<file path="src/rtl/fetch_queue.sv">
// fetch_queue
//   Instruction queue between the fetch arbiter and the Identify stage.
//   Fetched 32-bit words (big-endian numbering [0:31], opcode = [0:5]) are
//   buffered in a circular word buffer. The output register presents one
//   complete instruction at a time: a plain word goes out as the suffix with
//   a zero prefix; a prefixed word (opcode 1) goes out together with the
//   word after it, and the pair is never split.
//
// Handshakes:
//   fetch side : a word transfers on a rising edge where i_fetch_valid and
//                o_fetch_ready are both 1. o_fetch_ready depends only on the
//                registered count, never on i_fetch_valid.
//   output side: o_id_valid=1 means o_id_prefix/o_id_suffix hold an
//                instruction. It is consumed on an edge where i_en=1 and
//                i_id_stall=0; otherwise all o_id_* hold.
//
// Ports:
//   i_clk, i_rst_n        clock (rising edge), async active-low reset
//   i_flush               discard buffered and presented words (sync)
//   i_fetch_valid/_instr  incoming word
//   o_fetch_ready         queue accepts a word this cycle
//   i_en, i_id_stall      Identify enable and stall
//   o_id_valid/_prefix/_suffix  presented instruction
//   o_count               words held in the buffer (output reg excluded)

module fetch_queue #(
  parameter int DEPTH = 4,
  localparam int W    = $clog2(DEPTH + 1),
  localparam int PW   = $clog2(DEPTH)
) (
  input  logic          i_clk,
  input  logic          i_rst_n,
  input  logic          i_flush,
  input  logic          i_fetch_valid,
  input  logic [0:31]   i_fetch_instr,
  output logic          o_fetch_ready,
  input  logic          i_en,
  input  logic          i_id_stall,
  output logic          o_id_valid,
  output logic [0:31]   o_id_prefix,
  output logic [0:31]   o_id_suffix,
  output logic [W-1:0]  o_count
);

  localparam logic [PW-1:0] LAST_IDX = PW'(DEPTH - 1);
  localparam logic [W-1:0]  FULL_CNT = W'(DEPTH);

  logic [0:31]   buf_q [DEPTH];
  logic [PW-1:0] rd_ptr_q, rd_ptr_d;
  logic [PW-1:0] wr_ptr_q, wr_ptr_d;
  logic [W-1:0]  count_q,  count_d;
  logic          valid_q,  valid_d;
  logic [0:31]   prefix_q, prefix_d;
  logic [0:31]   suffix_q, suffix_d;

  logic          push;
  logic          load;
  logic [1:0]    pop;
  logic [PW-1:0] rd_nxt;
  logic [PW-1:0] rd_nxt2;
  logic [0:31]   head_word;
  logic [0:31]   next_word;
  logic          head_pfx;
  logic          avail;

  function automatic logic [PW-1:0] inc_ptr(input logic [PW-1:0] p);
    return (p == LAST_IDX) ? '0 : p + PW'(1);
  endfunction

  // Ready is low throughout reset, then tracks the pre-edge count only, so a
  // full queue refuses a push even in a cycle where it also pops.
  assign o_fetch_ready = i_rst_n & (count_q < FULL_CNT);
  assign push          = i_fetch_valid & o_fetch_ready;

  assign rd_nxt    = inc_ptr(rd_ptr_q);
  assign rd_nxt2   = inc_ptr(rd_nxt);
  assign head_word = buf_q[rd_ptr_q];
  assign next_word = buf_q[rd_nxt];
  assign head_pfx  = (head_word[0:5] == 6'b000001);

  // A lone prefix at the head waits until its suffix has arrived.
  assign avail = head_pfx ? (count_q >= W'(2)) : (count_q != '0);
  assign load  = avail & i_en & (~valid_q | ~i_id_stall);
  assign pop   = load ? (head_pfx ? 2'd2 : 2'd1) : 2'd0;

  always_comb begin
    rd_ptr_d = rd_ptr_q;
    wr_ptr_d = wr_ptr_q;
    count_d  = count_q;
    valid_d  = valid_q;
    prefix_d = prefix_q;
    suffix_d = suffix_q;

    if (i_flush) begin
      rd_ptr_d = '0;
      wr_ptr_d = '0;
      count_d  = '0;
      valid_d  = 1'b0;
      prefix_d = '0;
      suffix_d = '0;
    end else begin
      if (push) begin
        wr_ptr_d = inc_ptr(wr_ptr_q);
      end
      if (load) begin
        rd_ptr_d = head_pfx ? rd_nxt2 : rd_nxt;
        valid_d  = 1'b1;
        // A suffix that is itself opcode 1 is passed through unchanged;
        // Identify treats it as an unknown instruction.
        prefix_d = head_pfx ? head_word : '0;
        suffix_d = head_pfx ? next_word : head_word;
      end else if (valid_q && i_en && !i_id_stall) begin
        valid_d = 1'b0;
      end
      count_d = count_q + W'(push) - W'(pop);
    end
  end

  always_ff @(posedge i_clk or negedge i_rst_n) begin
    if (!i_rst_n) begin
      rd_ptr_q <= '0;
      wr_ptr_q <= '0;
      count_q  <= '0;
      valid_q  <= 1'b0;
      prefix_q <= '0;
      suffix_q <= '0;
    end else begin
      rd_ptr_q <= rd_ptr_d;
      wr_ptr_q <= wr_ptr_d;
      count_q  <= count_d;
      valid_q  <= valid_d;
      prefix_q <= prefix_d;
      suffix_q <= suffix_d;
    end
  end

  // A flushed cycle must not write the buffer: its word is dropped.
  always_ff @(posedge i_clk or negedge i_rst_n) begin
    if (!i_rst_n) begin
      for (int i = 0; i < DEPTH; i++) begin
        buf_q[i] <= '0;
      end
    end else if (push && !i_flush) begin
      buf_q[wr_ptr_q] <= i_fetch_instr;
    end
  end

  assign o_id_valid  = valid_q;
  assign o_id_prefix = prefix_q;
  assign o_id_suffix = suffix_q;
  assign o_count     = count_q;

endmodule

</file>
<file path="config.mk">
export PLATFORM = sky130hd
export DESIGN_NAME = fetch_queue
export DESIGN_NICKNAME = d
export VERILOG_FILES = /design/src/rtl/fetch_queue.sv
export SDC_FILE = /design/constraint.sdc
export NUM_CORES = 1
export LEC_CHECK = 0
export ABC_AREA = 1
export BUFFER_PORTS_ARGS = -buffer_cell sky130_fd_sc_hd__buf_2
export CORE_ASPECT_RATIO = 0.5
export CORE_UTILIZATION = 35
export DETAILED_ROUTE_END_ITERATION = 8
export HOLD_SLACK_MARGIN = 0.1
export PLACE_DENSITY = 0.54
export SETUP_SLACK_MARGIN = 0.5
export SLEW_MARGIN = 25
export SYNTH_ARGS = -nofsm -noshare
export SYNTH_HDL_FRONTEND = slang
export SYNTH_SLANG_ARGS = --single-unit
</file>
<file path="constraint.sdc">
create_clock -name i_clk -period 3.8 [get_ports i_clk]
set_input_delay 0 -clock i_clk [delete_from_list [all_inputs] [get_ports i_clk]]
set_output_delay 0 -clock i_clk [all_outputs]
set_load 0.03 [all_outputs]
</file>
Word-level counts from Yosys, hierarchy flattened
Index checks and enable logic that the tools add are counted.

Add/sub/neg operators: 5. $lt $le $gt $ge: 6. Eq/ne operators: 4. Mux-type cells: 30. Bitwise logic cells: 10. Reductions and logical operators: 10.

Operator list (count): 32-bit two-way mux (11); 32-bit binary-select mux with 2-bit select (2); 128-bit bitwise mux (1); 32-bit demux with 2-bit select (1); 2-bit two-way mux (10); 3-bit greater-or-equal comparator (second input constant) (3); 2-bit inverter with 3-bit output (3); 2-bit by 1-bit adder with 2-bit output (second input constant) (3); 2-bit == test (second input constant) (3); 6-bit by 1-bit == test with 1-bit output (second input constant) (1); 3-bit nonzero test (2); 1-bit bitwise AND (4); 1-bit logical AND (4); 1-bit two-way mux (4); 2-bit nonzero test (2); 3-bit by 1-bit adder with 3-bit output (1); 3-bit by 2-bit greater-or-equal comparator with 1-bit output (second input constant) (1); 3-bit by 1-bit less-than comparator with 1-bit output (second input constant) (1); 3-bit less-than comparator (second input constant) (1); 3-bit two-way mux (1); 3-bit by 2-bit subtractor with 3-bit output (1); 1-bit zero test (2); 1-bit inverter (2); 1-bit bitwise OR (1).

Bits in registers: 200. Input bits: 38. Output and inout bits: 69. Logic and storage cells: 75.

Depth between registers and ports, before layout
Depth in word-level cells: 11. Mapped depth: 20.

Least setup slack after synthesis
No wires, ideal clock.

Kind: register to register. Start: register rd_ptr_q[1]. End: register count_q[2] (netlist: o_count[2]). Setup time: 0.132 ns. Data arrival time: 2.652 ns. Data required time: 3.668 ns. Path slack: 1.016 ns. Stages on the path, launching flop included: 21. Path buffers: 3. Period minus slack after synthesis: 2.784 ns. Path through: dfrtp_1 > buf_2 > inv_2 > buf_6 > nand3_1 > nand2_1 > nand2_1 > nor2_4 > nand2_2 > nand2_1 > nand2_2 > clkbuf_1 > nand3_1 > inv_1 > ha_1 > inv_1 > ha_1 > inv_1 > fa_1 > xor2_1 > nor2_1.

Word-level cells in the longest chain between the ends: 11. Elaborated cells on any way between the ends: 12.

Ends and longest elaborated chain: start, declared (RTL line 49) `logic [PW-1:0] rd_ptr_q, rd_ptr_d;`; start signal, assigned (RTL line 128) `rd_ptr_q <= rd_ptr_d;`; 2-bit inverter with 3-bit output (not written as such) * (RTL line 77) `assign head_word = buf_q[rd_ptr_q];`; 32-bit binary-select mux with 2-bit select * (RTL line 77); 32-bit two-way mux (not written as such) * (2 in series) (RTL line 77); 6-bit by 1-bit == test with 1-bit output * (RTL line 79) `assign head_pfx = (head_word[0:5] == 6'b000001);`; 1-bit two-way mux (RTL line 82) `assign avail = head_pfx ? (count_q >= W'(2)) : (count_q != '0);`; 1-bit bitwise AND (2 in series) (RTL line 83) `assign load = avail & i_en & (~valid_q | ~i_id_stall);`; 2-bit two-way mux * (RTL line 84) `assign pop = load ? (head_pfx ? 2'd2 : 2'd1) : 2'd0;`; 3-bit by 2-bit subtractor with 3-bit output * (RTL line 115) `count_d = count_q + W'(push) - W'(pop);`; 3-bit two-way mux * (RTL line 94) `if (i_flush) begin`; net count_d[2] (RTL line 51) `logic [W-1:0] count_q, count_d;`; end signal, assigned (RTL line 130) `count_q <= count_d;`; end, declared (RTL line 51).

Mark *: on every way through the listed nets, which the timed path passes. The rest lies on a longest branch. The select of a mux whose other input is x is not followed. A chain may end at the register's enable or synchronous reset.

Final worst setup path
Start: register rd_ptr_q[0]. End: register count_q[2] (netlist: o_count[2]).

Same word-level chain as after synthesis.

==> results.json <==
{
  "global_route.overflow_total": 0,
  "final_net_count": 1518,
  "routed-via-count": 9596,
  "max_stage_delay_ns": 0.44,
  "worst_ep_required_time_ns": 4.12,
  "die_w_um": 246,
  "first_global_vias": 9286,
  "postSynthNetCount": 1439,
  "synth_commonest_cells": "sky130_fd_sc_hd__nand2_1 (370), sky130_fd_sc_hd__o21ai_0 (211), sky130_fd_sc_hd__dfrtp_1 (200)",
  "stdcell_count": 1875,
  "syn-mean-instance-area_um2": 7.47,
  "path_common_cell": "sky130_fd_sc_hd__nand2_1",
  "final_critical_path_setup_slack_ns": 0.813,
  "layout-drive-gt1-share_pct": 11.8,
  "pwr_density_cell_nw_per_um2": 817,
  "detail_route.iter0.violations": 813,
  "vdd.ir_drop.worst_mv": 0.449,
  "dpl.cell_count": 1806,
  "synth_seq_cells": 200,
  "synth.yosys.seq_area_share_pct": 48.2,
  "setup.worst_path.end_class": "register",
  "switchingPower_mw": 4.66,
  "synthMostInstantiatedCell": "sky130_fd_sc_hd__nand2_1",
  "die_area_um2": 30400,
  "first_pass_grt_wire_length_mm": 49.0,
  "core_um2": 29100,
  "detailedRoute.firstPassIterationCount": 5,
  "wl_per_cell_um": 16.3,
  "grt_start_max_net_pins": 91,
  "critical-path-slowest-cell": "sky130_fd_sc_hd__dfrtp_4",
  "synth_top_cell_area_share_pct": 48.2,
  "post-cts-setup-buffers": 0,
  "power.clock.fraction_pct": 19.4,
  "critical_path_class": "reg2reg",
  "dieHeight_um": 124,
  "initial_core_util_pct": 35.8,
  "path_clk_slew_ns": 0.07,
  "port-buffer-count": 106,
  "hold_class": "in2async",
  "synth_enable_flop_cells": 0,
  "fin_setup_tns_ns": 0,
  "clkSinkCount": 200,
  "finalMaxSlewViolations": 0,
  "worstSkewPairLatency_ns": 0.45,
  "timing.critical_path.from_type": "register",
  "synth_cells": 1392,
  "synth_area_um2": 10400,
  "ys_types": 24,
  "postSynth.asyncResetShare_pct": 100,
  "htree_num_levels": 4,
  "max_freq_mhz": 335,
  "finalWeightedCongestion": 0.807,
  "critPathArrivalTime_ns": 3.30,
  "placementRows": 44,
  "timing.final.hold_violations": 0,
  "p_comb_share_pct": 49.7,
  "cts-root-to-sink-buffers": 2,
  "cts-buffers-inserted": 17,
  "synth_flop_cell": "sky130_fd_sc_hd__dfrtp_1",
  "hpwlAfterDp_mm": 18.8,
  "worst_pin_slew_ns": 0.959,
  "power.sequential.fraction_pct": 30.9,
  "power.static_leakage_nw": 6.08,
  "slew-limit-headroom_pct": 36.1,
  "critical_path.cell_chain": "buf_6 > nand2_1 > nand3_1 > nand2_1 > nand2_1 > nor2_4 > nand2_2 > nand2_1 > nand2_2 > buf_6 > nand3_1 > ha_1 > inv_1 > fa_1 > xor2_1 > nor2_1",
  "clockRootBuffer": "sky130_fd_sc_hd__clkbuf_16",
  "power.internal_mw": 5.29,
  "drtAntennaViolNets": 0,
  "status": "finished, final reports clean",
  "drc": 0,
  "num_io_pins": 107,
  "drt-vias-per-instance": 5.12,
  "swShare_pct": 46.9,
  "crit_fanout": 42,
  "grt.total_usage_pct": 20.6,
  "routed_wirelength_mm": 30.6,
  "syn_to_final_growth_pct": 17.2,
  "cts_tree": "yes",
  "finClkSkew_ns": 0.0138,
  "finalSetupViolations": 0,
  "place_ws_ns": 0.709,
  "yosysWarningCount": 0,
  "post_synth_main_area_contributors": "sky130_fd_sc_hd__dfrtp_1 (48%), sky130_fd_sc_hd__nand2_1 (13%), sky130_fd_sc_hd__o21ai_0 (10%), sky130_fd_sc_hd__a21oi_1 (5.5%), sky130_fd_sc_hd__nand3_1 (5.4%)",
  "min_period_over_period_pct": 78.6,
  "post-synth-top-area-cell": "sky130_fd_sc_hd__dfrtp_1",
  "unrepaired_setup_endpoints_after_global_routing": "no",
  "antennaDiodeCount": 0,
  "timing.max_cap.violations": 0,
  "period_needed_ns": 2.99,
  "grt_antenna_before_repair": 0
}
-- repair_timing --
action / in CTS / in global routing
endpoints found under the setup margin: 0 / 2
resized for setup: 0 / 4
hold buffers: 37 / 0
hold endpoints to repair: 265 / 0
-- metrics by stage --
| stage | total power [mW] | util (%) | area, um^2 | hold slack (ns) |
|---|---|---|---|---|
| finish | 9.95 | 41.9 | 12200 | 0.0966 |
| global route | 10.8 | 41.9 | 12200 | 0.129 |
| CTS | 9.97 | 41.9 | 12200 | 0.103 |
| detailed placement | 7.97 | 38.4 | 11200 | -0.0583 |
| global placement | 7.86 | 38.4 | 11200 | -0.0658 |
| floorplan | 6.60 | - | 10400 | -0.296 |
-- cells in the final DEF, fill, tap and decap left out, types with 2 or more instances in the layout --
master and instances:
sky130_fd_sc_hd__clkinv_4 2, sky130_fd_sc_hd__o21ai_0 211, sky130_fd_sc_hd__nand3_1 112, sky130_fd_sc_hd__nand4_1 29, sky130_fd_sc_hd__nor2_1 67, sky130_fd_sc_hd__nand2_2 7, sky130_fd_sc_hd__bufinv_16 3, sky130_fd_sc_hd__buf_6 2
sky130_fd_sc_hd__dlygate4sd3_1 36, sky130_fd_sc_hd__clkbuf_8 3, sky130_fd_sc_hd__clkbuf_1 2, sky130_fd_sc_hd__buf_4 20, sky130_fd_sc_hd__xor2_1 2, sky130_fd_sc_hd__clkbuf_16 17, sky130_fd_sc_hd__ha_1 8, sky130_fd_sc_hd__o211ai_1 26
sky130_fd_sc_hd__nand2_1 366, sky130_fd_sc_hd__a21oi_1 113, sky130_fd_sc_hd__buf_12 2, sky130_fd_sc_hd__inv_2 3, sky130_fd_sc_hd__nand3b_1 4, sky130_fd_sc_hd__buf_2 105, sky130_fd_sc_hd__dfrtp_1 199, sky130_fd_sc_hd__inv_1 131
sky130_fd_sc_hd__inv_6 3
-- kinds of logic after synthesis --
kind of cell	count (synthesis)	synth area share (%)
flip-flops	200	48.2
AND/OR/NAND/NOR	587	23.6
adder cells (fa/ha/maj)	9	1.16
AO/OA/AOI/OAI	352	17.6
buffers and inverters	241	9.23
XOR/XNOR	3	0.253
-- power groups by stage --
stage          clock network, mW  registers [mW]  logic (mW)
2_1_floorplan                  0            3.35        3.25
3_3_place_gp                   0            3.09        4.77
3_5_place_dp                   0            3.10        4.87
4_1_cts                     1.98            3.07        4.92
5_1_grt                     2.06            3.14        5.57
6_report                    1.93            3.07        4.95
-- state kept, by name, summed over array words and instances (netlist names) --
register	flops
rd_ptr_q	2
o_id_prefix	32
o_id_suffix	32
wr_ptr_q	2
o_count	3
o_id_valid	1
buf_q	128
-- worst max-delay path, delay by kind of cell (launching register included) --
family | cells | cell delay, ns
flops | 1 | 0.44
xor+xnor | 1 | 0.17
fa+ha+maj | 2 | 0.72
buf+inv | 3 | 0.55
simple gates | 10 | 0.95
-- path summary, 6_finish.rpt --
path | from | end | slack, ns | cells after the start
min in group i_clk | i_flush | o_count[0] | 0.15 | 3
hold / removal | i_rst_n | wr_ptr_q[1] | 0.1 | 3
max in group asynchronous | i_rst_n | buf_q[109] | 2.17 | 4
hold reg to reg | buf_q[65] | buf_q[65] | 0.49 | 2
setup / recovery | rd_ptr_q[0] | o_count[2] | 0.81 | 16
setup reg to reg | rd_ptr_q[0] | o_count[2] | 0.81 | 16
-- final cells by class --
type	count	area, um^2
Tap cell	391	489
Clock buffer	21	460
Inverter	135	509
Fill cell	3009	16900
Timing Repair Buffer	166	1110
Clock inverter	11	158
Sequential cell	200	5010
Multi-Input combinational cell	951	4440
-- metal layers --
metal  routed length (um)  up-vias  track usage, %
met5                    0        -               0
met4                  472        0            6.60
met3                 1190       33            3.45
met2                14500      232            35.1
met1                14500     4628            27.0
li1                     -     4703               -
No activity file was read; power rests on OpenSTA's default activity.
